File: src/rtl/ifu_pkg.sv
// rtl/ifu_pkg.sv - shared types and constants for the instruction fetch unit
package ifu_pkg;

  localparam logic [31:0] RESET_PC_DEFAULT = 32'h0000_0000;
  localparam logic [31:0] INSTR_NOP        = 32'h0000_0013;

  typedef struct packed {
    logic [31:0] pc;
    logic [31:0] instr;
  } fetch_pkt_t;

endpackage

File: src/rtl/naive_bus_if.sv
// rtl/naive_bus_if.sv - naive_bus read/write channels with master and slave views
interface naive_bus;

  logic        rd_req;
  logic        rd_gnt;
  logic [31:0] rd_addr;
  logic [31:0] rd_data;

  logic        wr_req;
  logic [31:0] wr_addr;
  logic [31:0] wr_data;
  logic [3:0]  wr_be;

  modport master (
    output rd_req, rd_addr, wr_req, wr_addr, wr_data, wr_be,
    input  rd_gnt, rd_data
  );

  modport slave (
    input  rd_req, rd_addr, wr_req, wr_addr, wr_data, wr_be,
    output rd_gnt, rd_data
  );

endinterface

File: src/rtl/ifu_skid_buf.sv
// rtl/ifu_skid_buf.sv - one-entry holding buffer for a fetched {pc, instr} packet
module ifu_skid_buf
  import ifu_pkg::*;
(
  input  logic       clk,
  input  logic       rst_n,
  input  logic       load_i,
  input  logic       unload_i,
  input  logic       flush_i,
  input  fetch_pkt_t din_i,
  output logic       valid_o,
  output fetch_pkt_t dout_o
);

  logic       valid_q, valid_d;
  fetch_pkt_t data_q, data_d;

  // A load in the same cycle as an unload replaces the departing entry.
  always_comb begin
    valid_d = valid_q;
    data_d  = data_q;
    if (flush_i) begin
      valid_d = 1'b0;
    end else if (load_i) begin
      valid_d = 1'b1;
      data_d  = din_i;
    end else if (unload_i) begin
      valid_d = 1'b0;
    end
  end

  always_ff @(posedge clk or negedge rst_n) begin
    if (!rst_n) begin
      valid_q <= 1'b0;
      data_q  <= '0;
    end else begin
      valid_q <= valid_d;
      data_q  <= data_d;
    end
  end

  assign valid_o = valid_q;
  assign dout_o  = data_q;

endmodule

File: src/rtl/instr_fetch_unit.sv
// rtl/instr_fetch_unit.sv - PC, bus read issue, response capture and decode handoff
module instr_fetch_unit
  import ifu_pkg::*;
#(
  parameter logic [31:0] RESET_PC = RESET_PC_DEFAULT
) (
  input  logic        clk,
  input  logic        rst_n,
  naive_bus.master    bus,
  input  logic        stall_i,
  input  logic        redirect_valid,
  input  logic [31:0] redirect_pc,
  output logic        id_valid,
  output logic [31:0] id_instr,
  output logic [31:0] id_pc
);

  logic [31:0] pc_q, pc_d;
  logic        inflight_q, inflight_d;
  logic [31:0] inflight_pc_q, inflight_pc_d;
  logic        kill_q, kill_d;
  logic        id_valid_q, id_valid_d;
  fetch_pkt_t  id_pkt_q, id_pkt_d;

  logic        grant;
  logic        resp_valid;
  fetch_pkt_t  resp_pkt;
  logic        skid_valid;
  fetch_pkt_t  skid_pkt;
  logic        skid_load, skid_unload, skid_flush;
  logic [1:0]  unused_redirect_lsb;

  assign unused_redirect_lsb = redirect_pc[1:0];

  // Only request when the response is guaranteed somewhere to land next cycle.
  assign bus.rd_req  = rst_n && !redirect_valid && !skid_valid
                       && !(inflight_q && id_valid_q && stall_i);
  assign bus.rd_addr = pc_q;
  assign bus.wr_req  = 1'b0;
  assign bus.wr_addr = '0;
  assign bus.wr_data = '0;
  assign bus.wr_be   = '0;

  assign grant      = bus.rd_req && bus.rd_gnt;
  assign resp_valid = inflight_q && !kill_q;
  assign resp_pkt   = '{pc: inflight_pc_q, instr: bus.rd_data};

  always_comb begin
    pc_d          = pc_q;
    inflight_d    = grant;
    inflight_pc_d = grant ? pc_q : inflight_pc_q;
    kill_d        = 1'b0;
    id_valid_d    = id_valid_q;
    id_pkt_d      = id_pkt_q;
    skid_load     = 1'b0;
    skid_unload   = 1'b0;
    skid_flush    = 1'b0;

    if (redirect_valid) begin
      pc_d       = {redirect_pc[31:2], 2'b00};
      kill_d     = inflight_d;
      id_valid_d = 1'b0;
      skid_flush = 1'b1;
    end else begin
      if (grant) begin
        pc_d = pc_q + 32'd4;
      end
      if (!id_valid_q || !stall_i) begin
        // Skid holds the oldest instruction, so it drains before any response.
        if (skid_valid) begin
          id_valid_d  = 1'b1;
          id_pkt_d    = skid_pkt;
          skid_unload = 1'b1;
          skid_load   = resp_valid;
        end else if (resp_valid) begin
          id_valid_d = 1'b1;
          id_pkt_d   = resp_pkt;
        end else begin
          id_valid_d = 1'b0;
        end
      end else begin
        skid_load = resp_valid;
      end
    end
  end

  always_ff @(posedge clk or negedge rst_n) begin
    if (!rst_n) begin
      pc_q          <= RESET_PC;
      inflight_q    <= 1'b0;
      inflight_pc_q <= '0;
      kill_q        <= 1'b0;
      id_valid_q    <= 1'b0;
      id_pkt_q      <= '0;
    end else begin
      pc_q          <= pc_d;
      inflight_q    <= inflight_d;
      inflight_pc_q <= inflight_pc_d;
      kill_q        <= kill_d;
      id_valid_q    <= id_valid_d;
      id_pkt_q      <= id_pkt_d;
    end
  end

  ifu_skid_buf u_skid (
    .clk      (clk),
    .rst_n    (rst_n),
    .load_i   (skid_load),
    .unload_i (skid_unload),
    .flush_i  (skid_flush),
    .din_i    (resp_pkt),
    .valid_o  (skid_valid),
    .dout_o   (skid_pkt)
  );

  assign id_valid = id_valid_q;
  assign id_instr = id_pkt_q.instr;
  assign id_pc    = id_pkt_q.pc;

endmodule

File: src/flat_wrapper.sv
// flat-port wrapper written by rule: the top's interface ports become plain ports
module instr_fetch_unit_flat import ifu_pkg::*;
#(
  parameter logic [31:0] RESET_PC = RESET_PC_DEFAULT
)
  (clk, rst_n, stall_i, redirect_valid, redirect_pc, id_valid, id_instr, id_pc, bus_rd_req, bus_rd_addr, bus_wr_req, bus_wr_addr, bus_wr_data, bus_wr_be, bus_rd_gnt, bus_rd_data);
  naive_bus bus_i ();
  input  logic clk;
  input  logic rst_n;
  input  logic stall_i;
  input  logic redirect_valid;
  input  logic [31:0] redirect_pc;
  output logic id_valid;
  output logic [31:0] id_instr;
  output logic [31:0] id_pc;
  output wire logic [$bits(bus_i.rd_req)-1:0] bus_rd_req;
  output wire logic [$bits(bus_i.rd_addr)-1:0] bus_rd_addr;
  output wire logic [$bits(bus_i.wr_req)-1:0] bus_wr_req;
  output wire logic [$bits(bus_i.wr_addr)-1:0] bus_wr_addr;
  output wire logic [$bits(bus_i.wr_data)-1:0] bus_wr_data;
  output wire logic [$bits(bus_i.wr_be)-1:0] bus_wr_be;
  input wire logic [$bits(bus_i.rd_gnt)-1:0] bus_rd_gnt;
  input wire logic [$bits(bus_i.rd_data)-1:0] bus_rd_data;
  assign bus_rd_req = bus_i.rd_req;
  assign bus_rd_addr = bus_i.rd_addr;
  assign bus_wr_req = bus_i.wr_req;
  assign bus_wr_addr = bus_i.wr_addr;
  assign bus_wr_data = bus_i.wr_data;
  assign bus_wr_be = bus_i.wr_be;
  assign bus_i.rd_gnt = bus_rd_gnt;
  assign bus_i.rd_data = bus_rd_data;
  instr_fetch_unit #(.RESET_PC(RESET_PC)) u_core (.clk(clk), .rst_n(rst_n), .bus(bus_i), .stall_i(stall_i), .redirect_valid(redirect_valid), .redirect_pc(redirect_pc), .id_valid(id_valid), .id_instr(id_instr), .id_pc(id_pc));
endmodule
File: config.mk
export PLATFORM = sky130hd
export DESIGN_NAME = instr_fetch_unit_flat
export DESIGN_NICKNAME = d
export VERILOG_FILES = /design/src/rtl/ifu_pkg.sv /design/src/rtl/naive_bus_if.sv /design/src/rtl/ifu_skid_buf.sv /design/src/rtl/instr_fetch_unit.sv /design/src/flat_wrapper.sv
export SDC_FILE = /design/constraint.sdc
export NUM_CORES = 1
export LEC_CHECK = 0
export CAP_MARGIN = 40
export CORE_MARGIN = 8
export CORE_UTILIZATION = 53
export DETAILED_ROUTE_END_ITERATION = 6
export PLACE_DENSITY = 0.95
export SLEW_MARGIN = 20
export SYNTH_ARGS = -nofsm -noshare
export SYNTH_HDL_FRONTEND = slang
export SYNTH_SLANG_ARGS = --single-unit
File: constraint.sdc
create_clock -name clk -period 5.4 [get_ports clk]
set_input_delay 1.62 -clock clk [delete_from_list [all_inputs] [get_ports clk]]
set_output_delay 1.62 -clock clk [all_outputs]
set_load 0.005 [all_outputs]
==> results.toml, run 1 <==
[worst_setup_path]
crit_buf_inv = 2
end_kind = "primary output"
critPathSlowestCell = "clkdlybuf4s50_1"
crit_chain = "clkdlybuf4s50_1, nand3_1, and3_1, clkdlybuf4s50_1"
startpoint_type = "input port"
cp_common_cell = "clkdlybuf4s50_1"
crit_type = "in -> out"
crit_path_max_incr_delay_ps = 570
crit_family = "buffers and inverters"
critPathRequiredTime_ps = 3780
crit_path_max_fanout = 5
cp.arrival_ps = 2970

[synthesis]
synthCells = 816
synth.area.mux_share = 0.1584
yosys.area_share.adder = 0.001437
synth_common_cells = "dfrtp_1, nand2_1, o21ai_0"
synth_seq_cells = 188
synth.largest_area_cell = "dfrtp_1"
yosysWarnings = 0
yosysMostFrequentCell = "dfrtp_1"
ys_seq_area_frac = 0.5404
ys_types = 47
synthSimpleGateAreaFrac = 0.1249
synth-compound-area-share = 0.08249
avgSynthCellArea_um2 = 10.67
syn_area_mm2 = 0.008706
synth-xor-area-share = 0.005030
synth_edf_count = 0
synth_area_leaders = "dfrtp_1, mux2_2, mux2i_1"
synth_top_area_frac = 0.5404
synthFlopType = "dfrtp_1"
async_reset_ff_frac = 1.000
synth_top_family_by_area = "multiplexers"

[route]
drt-pass1-iter-count = 5
drt_wl_total_mm = 21.09
vias = 6322
dr.first_iter.drc_count = 310
drcViolationCount = 0
wl_per_cell_um = 17.59
final_antenna_net_count = 0
vias_per_cell = 5.273

[cts]
cts_sinks = 188
clockBufferDepth = 2
cts_tree = "done"
cts_max_level = 4
clk_pin_slew_ps = 60
cts_setup_buffers = 0
cts_hold_buf = 0
cts_root_buffer = "clkbuf_16"
cts_resized = 0
numCtsBuffers = 17
insertion_delay_ps = 430

[floorplanning]
die_h_um = 144.2
ios = 236
row_count = 47
dieWidth_um = 144.2
start_util = 0.5325
coreArea_mm2 = 0.01635
die_area_mm2 = 0.02078

[timing]
clock_skew_ps = 13.98
setup_viol = 0
fin_setup_tns_ps = 0
period_minus_slack_ps = 4588
slew_headroom = 0.4835
max_freq_mhz = 218.0
period_share = 0.8496
rsz0062_at_grt = "no"
hold_viol_final = 0
worstMarginPinSlew_ps = 774.7
slew_viol_final = 0

[flow_run]
maxCapViolations = 0

[status]
status = "finished clean"

[cells_and_area]
n_antenna_cell = 0
final_nets = 1036
area.growth.synth_to_final_pct = 25.75
drive_gt1_frac = 0.1216

[global_route]
grt_max_degree = 87
grt_pass1_vias = 6469
antenna_found_initial = 0
grt_usage = 0.2084
grt_first_pass_wirelength_mm = 33.96
grt_overflow = 0

[place]
place.gp.congestion = 0.8459
hpwl_mm = 15.08
io_buffers = 160

[pwr]
vdd_drop_max_mv = 0.2576
power_density_mw_per_mm2 = 335.8
power.leakage_nw = 5.010
finalPower_mw = 3.677

[hold_path]
hold_class = "reg -> reg"
## per-layer routing
layer	global-route usage	share of wire
met1	0.2649	0.42
met2	0.3412	0.49
met3	0.05216	0.077
met4	0.07174	0.014
met5	0	0
## registers in the layout, indices dropped and copies added (netlist names)
signal	cells
u_core.bus.rd_addr	30
u_core.id_instr	32
u_core.id_pc	30
u_core.id_valid	1
u_core.inflight_pc_q	30
u_core.inflight_q	1
u_core.kill_q	1
u_core.u_skid.dout_o	62
u_core.u_skid.valid_o	1
## cells by family (layout without fill, tap and decap cells)
| kind of cell | after synthesis | count (layout) |
|---|---|---|
| mux | 130 | 130 |
| compound gates | 124 | 124 |
| fa+ha+maj | 1 | 1 |
| buf+inv | 125 | 215 |
| simple gates | 242 | 242 |
| xor+xnor | 5 | 5 |
| flops | 188 | 188 |
| other cells | 1 | 74 |
## area by class of cell
type                            count  area, um^2
Clock buffer                       20       456.7
Fill cell                        1228        5400
Multi-Input combinational cell    576        3533
Clock inverter                     12       157.7
Timing Repair Buffer              174        1783
Inverter                            9       33.78
Tap cell                          220       275.3
Sequential cell                   188        4708
## worst register-to-register path: cells and delay by family, from the launching register on
family	cells	cell delay [ps]
flops	1	490
simple gates	3	410
compound gates	1	360
buf+inv	2	970
## report_power, final
part           internal [mW]  leakage (nW)  total (mW)  switching (mW)
clock network          0.760         0.306        1.29           0.534
logic                  0.369          2.26       0.645           0.276
registers               1.59          2.44        1.74           0.145
total                   2.72          5.01        3.68           0.955
## cells in the final DEF (no fill, tap or decap), types with 2 or more instances in the layout
cell type,count
o211ai_1,4
nand3_1,20
inv_6,5
buf_16,3
nor3_1,2
nor2_1,12
xnor2_1,4
nand2_1,172
or3_1,4
a21oi_1,8
mux2_2,62
a31oi_1,4
a22oi_1,4
clkbuf_16,17
a221o_1,2
conb_1,74
clkinv_2,3
and2_1,2
clkbuf_8,3
o21ai_0,85
o311ai_0,7
inv_1,8
a32oi_1,2
and3_1,4
nand4_1,12
buf_4,10
nand4_4,2
nor4_1,2
clkdlybuf4s50_1,159
a21o_1,2
dfrtp_1,187
nand2b_1,2
bufinv_16,3
mux2i_1,68
## per-stage QoR
step | instances | area [um^2] | utilization | hold WS [ps] | setup slack, ps
floorplan | 889 | 8980 | - | 461.7 | 1901
global placement | 1162 | 10220 | 0.6254 | 460.0 | 813.8
detailed placement | 1166 | 10310 | 0.6304 | 470.1 | 803.0
CTS | 1198 | 10920 | 0.6680 | 484.7 | 803.0
global route | 1199 | 10950 | 0.6697 | 499.7 | 715.1
finish | 1199 | 10950 | 0.6697 | 478.7 | 812.1
## final timing paths
| kind | cells past startpoint | end | from | slack (ps) |
|---|---|---|---|---|
| worst min-delay path | 2 | u_core.id_pc[3] | u_core.id_pc[3] | 480 |
| worst max register to register | 6 | u_core.bus.rd_addr[29] | u_core.u_skid.valid_o | 3020 |
| max in group asynchronous | 4 | u_core.id_pc[15] | rst_n | 2890 |
| worst min register to register | 2 | u_core.id_pc[3] | u_core.id_pc[3] | 480 |
| min in group asynchronous | 2 | u_core.id_instr[20] | rst_n | 1350 |
| worst max-delay path | 4 | bus_rd_req | stall_i | 810 |
Power figures use the tool's default switching activity.
==> run 2: changes to the inputs <==
--- a/config.mk
+++ b/config.mk
@@ -7,9 +7,9 @@
 export LEC_CHECK = 0
 export CAP_MARGIN = 40
 export CORE_MARGIN = 8
-export CORE_UTILIZATION = 53
+export CORE_UTILIZATION = 49
 export DETAILED_ROUTE_END_ITERATION = 6
-export PLACE_DENSITY = 0.95
+export PLACE_DENSITY = 0.9
 export SLEW_MARGIN = 20
 export SYNTH_ARGS = -nofsm -noshare
 export SYNTH_HDL_FRONTEND = slang
==> constraint.sdc (replaced) <==
create_clock -name clk -period 4.8 [get_ports clk]
set_input_delay 1.44 -clock clk [delete_from_list [all_inputs] [get_ports clk]]
set_output_delay 1.44 -clock clk [all_outputs]
set_load 0.005 [all_outputs]
==> run 2 against run 1 <==
Compared with the run above: core utilization fell by 4.3 points; critical path depth did not move; die area rose by 7.2%; wire length fell by 2.7%; clock power rose by 11%; cell count did not move; via count fell by 0.78%; worst hold slack improved by 1.4 ps; sequential power rose by 13%; combinational power rose by 11%; non-clock buffer count fell by 5; first-iteration DRC count rose by 27%.
==> results.toml, run 2 (synthesis results as in run 1) <==
[status]
status = "finished clean"

[worst_setup_path]
critPathRequiredTime_ps = 3360
startpoint_type = "input port"
critPathSlowestCell = "clkdlybuf4s50_1"
crit_path_max_incr_delay_ps = 570
crit_chain = "clkdlybuf4s50_1, nand3_1, and3_1, clkdlybuf4s50_1"
cp_common_cell = "clkdlybuf4s50_1"
crit_path_max_fanout = 5
cp.arrival_ps = 2800
crit_type = "in -> out"
end_kind = "primary output"

[timing]
slew_viol_final = 0
period_share = 0.8838
hold_viol_final = 0
rsz0062_at_grt = "no"
slew_headroom = 0.3703
fin_setup_tns_ps = 0
clock_skew_ps = 8.495
worstMarginPinSlew_ps = 944.5
max_freq_mhz = 235.7
period_minus_slack_ps = 4242
setup_viol = 0

[global_route]
grt_overflow = 0
grt_usage = 0.1834
antenna_found_initial = 0
grt_max_degree = 188
grt_pass1_vias = 6172
grt_first_pass_wirelength_mm = 32.49

[pwr]
finalPower_mw = 4.103
power.leakage_nw = 4.948
power_density_mw_per_mm2 = 377.3
vdd_drop_max_mv = 0.2505

[cts]
cts_resized = 0
clockBufferDepth = 2
clk_pin_slew_ps = 60
cts_tree = "done"
cts_setup_buffers = 0
numCtsBuffers = 17
insertion_delay_ps = 420
cts_root_buffer = "clkbuf_16"
cts_hold_buf = 0
cts_sinks = 188
cts_max_level = 4

[cells_and_area]
largest_reg_flops = 62
n_antenna_cell = 0
fin_area_mm2 = 0.01088
final_nets = 1031
fin_cells = 1199
layout_common_cells = "dfrtp_1, nand2_1, clkdlybuf4s50_1"
final_common_cell = "dfrtp_1"
area.growth.synth_to_final_pct = 24.92
drive_gt1_frac = 0.1181
fin_util = 0.6266

[floorplanning]
die_area_mm2 = 0.02229
row_count = 48
dieWidth_um = 149.3
start_util = 0.5016
die_h_um = 149.3
ios = 236
coreArea_mm2 = 0.01736

[place]
io_buffers = 160
placedInstanceArea_mm2 = 0.01027
place.gp.congestion = 0.8243
hpwl_mm = 14.33
dp_cells = 1167

[route]
dr.first_iter.drc_count = 393
drt-pass1-iter-count = 7
vias = 6273
final_antenna_net_count = 0
wl_per_cell_um = 17.11
vias_per_cell = 5.232
drcViolationCount = 0
drt_wl_total_mm = 20.51

[flow_run]
maxCapViolations = 0

[hold_path]
hold_class = "reg -> reg"
-- run 2: cell count changes in the layout (fill, tap and decap cells not counted), sizes merged --
cell	change
bufinv	-1
clkinvlp	+5
clkinv	-4
inv	+1
clkbuf	-1
buf	-5
-- run 2: worst paths after layout --
| path | from | endpoint | slack [ps] | cells past startpoint |
|---|---|---|---|---|
| max reg2reg | u_core.u_skid.valid_o | u_core.bus.rd_addr[23] | 2220 | 7 |
| min | u_core.id_pc[30] | u_core.id_pc[30] | 480 | 2 |
| max | stall_i | bus_rd_req | 560 | 4 |
| min reg2reg | u_core.id_pc[30] | u_core.id_pc[30] | 480 | 2 |
| min in group asynchronous | rst_n | u_core.id_instr[26] | 830 | 1 |
| max in group asynchronous | rst_n | u_core.u_skid.valid_o | 2790 | 2 |
-- run 2: stage by stage --
step | setup slack [ps] | hold WS (ps)
after global placement | 560.8 | 460.4
after global routing | 518.2 | 501.3
after CTS | 549.0 | 487.1
after detailed placement | 542.2 | 471.1
final | 557.5 | 480.2
after floorplan | 1661 | 461.7
-- run 2: per-layer routing --
| layer | GRT usage | wire [um] | part of all wire |
|---|---|---|---|
| met1 | 0.2451 | 9289 | 0.45 |
| met4 | 0.06310 | 349 | 0.017 |
| met2 | 0.2903 | 9643 | 0.47 |
| met5 | 0 | 0 | 0 |
| met3 | 0.04005 | 1228 | 0.060 |
-- run 2: where the power goes --
| part | internal (mW) | switching [mW] | leakage, nW |
|---|---|---|---|
| Clock | 0.809 | 0.625 | 0.283 |
| Sequential | 1.79 | 0.165 | 2.44 |
| Combinational | 0.411 | 0.303 | 2.22 |
-- run 2: critical path: cells and delay by family --
| kind | cells | cell delay (ps) |
|---|---|---|
| simple gates | 2 | 300 |
| buf+inv | 2 | 1060 |
-- run 2: final cells by class --
class                   instances  area [um^2]
multi-input cells             576         3533
repair buffers                169         1710
fillers                      1391         6481
clock inverters                13        155.1
inverters                       9        33.78
flip-flops and latches        188         4708
clock buffers                  19        452.9
well taps                     225        281.5
